### config.mk
export PLATFORM = sky130hd
export DESIGN_NAME = complex_nr_op_loader
export DESIGN_NICKNAME = d
export VERILOG_FILES = /design/src/rtl/complex_nr_op_loader_pkg.sv /design/src/rtl/complex_nr_op_loader_out_reg.sv /design/src/rtl/complex_nr_op_loader.sv
export SDC_FILE = /design/constraint.sdc
export NUM_CORES = 1
export LEC_CHECK = 0
export ABC_AREA = 1
export CELL_PAD_IN_SITES_DETAIL_PLACEMENT = 0
export CELL_PAD_IN_SITES_GLOBAL_PLACEMENT = 1
export CORE_MARGIN = 8
export CORE_UTILIZATION = 40
export CTS_CLUSTER_SIZE = 24
export DETAILED_ROUTE_END_ITERATION = 8
export PLACE_DENSITY = 0.78
export SYNTH_ARGS = -nofsm -noshare
export SYNTH_HDL_FRONTEND = slang
export SYNTH_SLANG_ARGS = --single-unit
### constraint.sdc
create_clock -name clk -period 8.34 [get_ports clk]
set_clock_uncertainty 0.2 [all_clocks]
set_input_delay 2.085 -clock clk [delete_from_list [all_inputs] [get_ports clk]]
set_output_delay 2.085 -clock clk [all_outputs]
set_load 0.01 [all_outputs]
### src/rtl/complex_nr_op_loader_pkg.sv
// Shared definitions for the complex-multiplier operand loader: FSM encoding and word-slot indices.
package cnr_pkg;
  typedef enum logic [1:0] {
    IDLE = 2'd0,
    FILL = 2'd1,
    HOLD = 2'd2
  } state_t;

  localparam logic [1:0] A_RE = 2'd0;
  localparam logic [1:0] A_IM = 2'd1;
  localparam logic [1:0] B_RE = 2'd2;
  localparam logic [1:0] B_IM = 2'd3;
endpackage

### src/rtl/complex_nr_op_loader_out_reg.sv
// Valid/ready holding register with a load port; 1-cycle load-to-valid, data frozen while stalled.
// free means a load is allowed this cycle (empty, or draining in the same cycle).
module cnr_out_reg #(
  parameter int W = 32
) (
  input  logic         clk,
  input  logic         rst,
  input  logic         sw_rst,
  input  logic         load,
  input  logic [W-1:0] load_data,
  output logic         out_val,
  input  logic         out_ready,
  output logic [W-1:0] out_data,
  output logic         free
);
  assign free = !out_val || out_ready;

  always_ff @(posedge clk or posedge rst) begin
    if (rst) begin
      out_val  <= 1'b0;
      out_data <= '0;
    end else if (sw_rst) begin
      out_val  <= 1'b0;
      out_data <= '0;
    end else if (load) begin
      out_val  <= 1'b1;
      out_data <= load_data;
    end else if (out_val && out_ready) begin
      out_val  <= 1'b0;
    end
  end
endmodule

### src/rtl/complex_nr_op_loader.sv
// Packs 4-word serial frames {a_re,a_im,b_re,b_im} into one operand for the complex multiplier.
// Operand valid 1 cycle after b_im; one frame buffered in HOLD, in_ready registered (no op_ready path).
module complex_nr_op_loader
  import cnr_pkg::*;
#(
  parameter int DATA_WIDTH = 8,
  parameter int CNT_WIDTH  = 16
) (
  input  logic                    clk,
  input  logic                    rst,
  input  logic                    sw_rst,
  input  logic                    in_val,
  output logic                    in_ready,
  input  logic [DATA_WIDTH-1:0]   in_data,
  input  logic                    in_sof,
  output logic                    op_val,
  input  logic                    op_ready,
  output logic [4*DATA_WIDTH-1:0] op_data,
  output logic                    frame_err,
  output logic [CNT_WIDTH-1:0]    frame_cnt
);
  localparam int OW = 4 * DATA_WIDTH;

  state_t                         state, state_nxt;
  logic [1:0]                     idx, idx_nxt;
  logic [3:0][DATA_WIDTH-1:0]     words;
  logic                           accept;
  logic                           wr_en;
  logic [1:0]                     wr_slot;
  logic                           load;
  logic [OW-1:0]                  load_data;
  logic                           err_set;
  logic                           out_free;

  assign in_ready = (state != HOLD);
  assign accept   = in_val && in_ready;

  always_comb begin
    state_nxt = state;
    idx_nxt   = idx;
    wr_en     = 1'b0;
    wr_slot   = idx;
    load      = 1'b0;
    load_data = {words[A_RE], words[A_IM], words[B_RE], words[B_IM]};
    err_set   = 1'b0;
    case (state)
      IDLE: begin
        if (accept) begin
          if (in_sof) begin
            wr_en     = 1'b1;
            wr_slot   = A_RE;
            idx_nxt   = A_IM;
            state_nxt = FILL;
          end else begin
            err_set = 1'b1;
          end
        end
      end
      FILL: begin
        if (accept) begin
          wr_en = 1'b1;
          if (in_sof) begin
            // Resync: the new sof word restarts the frame.
            err_set = 1'b1;
            wr_slot = A_RE;
            idx_nxt = A_IM;
          end else if (idx == B_IM) begin
            idx_nxt = A_RE;
            if (out_free) begin
              // Bypass the buffer so the operand appears one cycle after b_im.
              load      = 1'b1;
              load_data = {words[A_RE], words[A_IM], words[B_RE], in_data};
              state_nxt = IDLE;
            end else begin
              state_nxt = HOLD;
            end
          end else begin
            idx_nxt = idx + 2'd1;
          end
        end
      end
      HOLD: begin
        if (out_free) begin
          load      = 1'b1;
          state_nxt = IDLE;
        end
      end
      default: state_nxt = IDLE;
    endcase
  end

  always_ff @(posedge clk or posedge rst) begin
    if (rst) begin
      state     <= IDLE;
      idx       <= A_RE;
      words     <= '0;
      frame_err <= 1'b0;
      frame_cnt <= '0;
    end else if (sw_rst) begin
      state     <= IDLE;
      idx       <= A_RE;
      words     <= '0;
      frame_err <= 1'b0;
      frame_cnt <= '0;
    end else begin
      state <= state_nxt;
      idx   <= idx_nxt;
      if (wr_en) words[wr_slot] <= in_data;
      if (err_set) frame_err <= 1'b1;
      if (op_val && op_ready) frame_cnt <= frame_cnt + 1'b1;
    end
  end

  cnr_out_reg #(.W(OW)) u_out_reg (
    .clk       (clk),
    .rst       (rst),
    .sw_rst    (sw_rst),
    .load      (load),
    .load_data (load_data),
    .out_val   (op_val),
    .out_ready (op_ready),
    .out_data  (op_data),
    .free      (out_free)
  );
endmodule

==> flow_summary.json <==
{
  "antenna_left": 0,
  "cts_tree": "built",
  "grt_pass1_vias": 3565,
  "layout_common_cells": "203 x nand2_1, 86 x dfrtp_1, 80 x nand3_1",
  "antennaDiodeCount": 0,
  "yosys_warnings": 0,
  "nets": 596,
  "via_count": 3531,
  "rsz0062_at_grt": "false",
  "first_iter_violations": 305,
  "crit_path_cell_trace": "clkdlybuf4s50_1 -> inv_2 -> buf_4 -> nand2_1 -> nor2_4 -> inv_2 -> nand2_1 -> nand2_1 -> nand2_1",
  "clockRootBuffer": "clkbuf_8",
  "start_kind": "input pin",
  "die_area_um2": 13700,
  "total_power_uw": 976,
  "synth-compound-area-share_pct": 3.72,
  "crit_family": "buffers and inverters",
  "antenna_found_initial": 0,
  "layout_min_cycle_time_ns": 4.60,
  "status": "complete, no violations",
  "placed_cells": 700,
  "setup_tns_ns": 0,
  "stdcell_area_um2": 5030,
  "synth_top_family_by_area": "simple AND/OR/NAND/NOR gates",
  "cap_violations": 0,
  "yosys.area_share.simple_pct": 35.9,
  "rows": 37,
  "drc": 0,
  "ff2ff_path_depth": 7,
  "min_path_cells": 2,
  "synth-adder-area-share_pct": 2.14,
  "cp_data_arrival_time_ns": 4.68,
  "place_area_um2": 4820,
  "postCtsSetupBuffers": 0,
  "fin_util_pct": 49.6,
  "slowest_delay_ns": 0.76,
  "synthMuxAreaShare_pct": 0,
  "die_w_um": 117,
  "stdcell_count": 715,
  "numPortBuffers": 64,
  "power_density_nw_per_um2": 194,
  "initial_core_util_pct": 40.4,
  "finalCritPeriodShare_pct": 55.2,
  "path_depth": 9,
  "cp_slowest_cell": "inv_2",
  "syn_area_per_cell_um2": 7.96,
  "numClockSinks": 86,
  "critPathRequiredTime_ns": 8.42,
  "clock_latency_ns": 0.34,
  "die_h_um": 117,
  "layout_commonest_cell": "nand2_1",
  "criticalPathCategory": "input pin to register",
  "gp_congestion": 0.828,
  "path_buf_inv": 4,
  "fillers": 1014,
  "dp.final_hpwl_um": 6820,
  "cts_resized": 0,
  "drt_first_pass_iters": 4,
  "crit_path_max_fanout": 65,
  "synth_xor_xnor_area_share_pct": 0,
  "layout-drive-gt1-share_pct": 6.56,
  "synth.area.top_cells": "dfrtp_1 53%, nand2_1 19%, nand3_1 9.8%, nor2_1 3.1%, inv_1 2.7%",
  "path_common_cell": "nand2_1",
  "synth_cell_types": 27,
  "syn_nets": 536,
  "worstMarginPinSlew_ns": 1.07,
  "setup_viol": 0,
  "overflow": 0,
  "synth_top_area_share_pct": 52.5,
  "clock.fmax_ghz": 0.217,
  "ios": 65,
  "core_um2": 10100,
  "vias_per_cell": 4.94,
  "slew_headroom_pct": 28.5,
  "wl_um": 9880,
  "synth_area_leader_cell": "dfrtp_1",
  "ys_seq_area_share_pct": 52.5,
  "synth_seq_cells": 86,
  "grt_pass1_wl_um": 17300,
  "slew_viol_final": 0,
  "numCtsBuffers": 9,
  "synthToLayoutAreaGrowth_pct": 22.6,
  "ir_worst_vdd_uv": 94.2,
  "grt_use_total_pct": 15.8,
  "drt-wirelength-per-cell_um": 13.8,
  "cts_hold_buf": 0,
  "hold_path_class": "register to register",
  "cts.clk_slew.worst_paths_ns": 0.08,
  "hold_violations": 0,
  "leakagePower_uw": 0.00257,
  "synth_cells": 515,
  "grt_max_degree": 87,
  "clock_path_buffers": 2,
  "htreeDepth": 3,
  "synth.cell_area_um2": 4100,
  "cp-end-kind": "register"
}
[state kept, by name, indices dropped and copies added (netlist names)]
signal / cells
u_out_reg.out_data: 32
frame_cnt: 16
frame_err: 1
state: 2
u_out_reg.out_val: 1
words: 32
idx: 2
[layout make-up]
cell class,count,area [µm²],area share [%]
Tap cell,136,170,3.38
Clock inverter,3,42.5,0.846
Clock buffer,12,165,3.29
Sequential cell,86,2150,42.8
Inverter,34,129,2.56
Timing Repair Buffer,66,656,13.0
Multi-Input combinational cell,378,1710,34.1
[tightest hold or removal path: stages, from the launching register on]
cell and delay (ns):
dfrtp_1 0.35, nand2_1 0.05, nand2_1 0.05
[logic make-up after synthesis]
| family | after synthesis |
|---|---|
| buffers and inverters | 51 |
| AOI/OAI and AO/OA | 27 |
| DFF | 86 |
| adders and majority gates | 7 |
| and+or+nand+nor | 344 |
[power breakdown]
part           total, µW  switching, µW  internal, µW
Sequential           495           33.1           462
Combinational        175            120          55.4
Clock                306            145           161
Total                976            298           679
[worst paths after layout]
check	start	end	slack [ns]
worst max-delay path	sw_rst	words[2]$_DFFE_PP0P_	3.74
worst min-delay path	words[16]$_DFFE_PP0P_	words[16]$_DFFE_PP0P_	0.28
worst min register to register	words[16]$_DFFE_PP0P_	words[16]$_DFFE_PP0P_	0.28
worst max register to register	state[0]$_DFFE_PP0P_	u_out_reg.out_data[28]$_DFFE_PP0P_	5.99
max in group asynchronous	rst	words[5]$_DFFE_PP0P_	5.06
min in group asynchronous	rst	u_out_reg.out_data[20]$_DFFE_PP0P_	2.20
[metal layers]
| layer | wire length, µm | track usage [%] | part of all wire (%) |
|---|---|---|---|
| met3 | 531 | 3.23 | 5.4 |
| met1 | 4740 | 20.6 | 48 |
| met5 | 0 | 0 | 0 |
| met4 | 100 | 5.38 | 1.0 |
| met2 | 4510 | 25.5 | 46 |
[stage by stage]
step | worst slack, ns | hold slack [ns]
global route | 3.42 | 0.289
finish | 3.74 | 0.278
detailed placement | 3.37 | 0.263
CTS | 3.74 | 0.282
global placement | 3.47 | 0.258
floorplan | 3.83 | 0.242
[Yosys cell counts (all sizes together)]
library cell and instances:
nand3b 1, o21ai 15, inv 33, a21oi 9, dfrtp 86, nand4 8
nor2b 1, nand2 210, clkinv 1, ha 7, o22ai 1, nor3 4
a21boi 1, o211ai 1, nor2 39, buf 17, nand3 80, and3 1
Power figures use the tool's default switching activity.
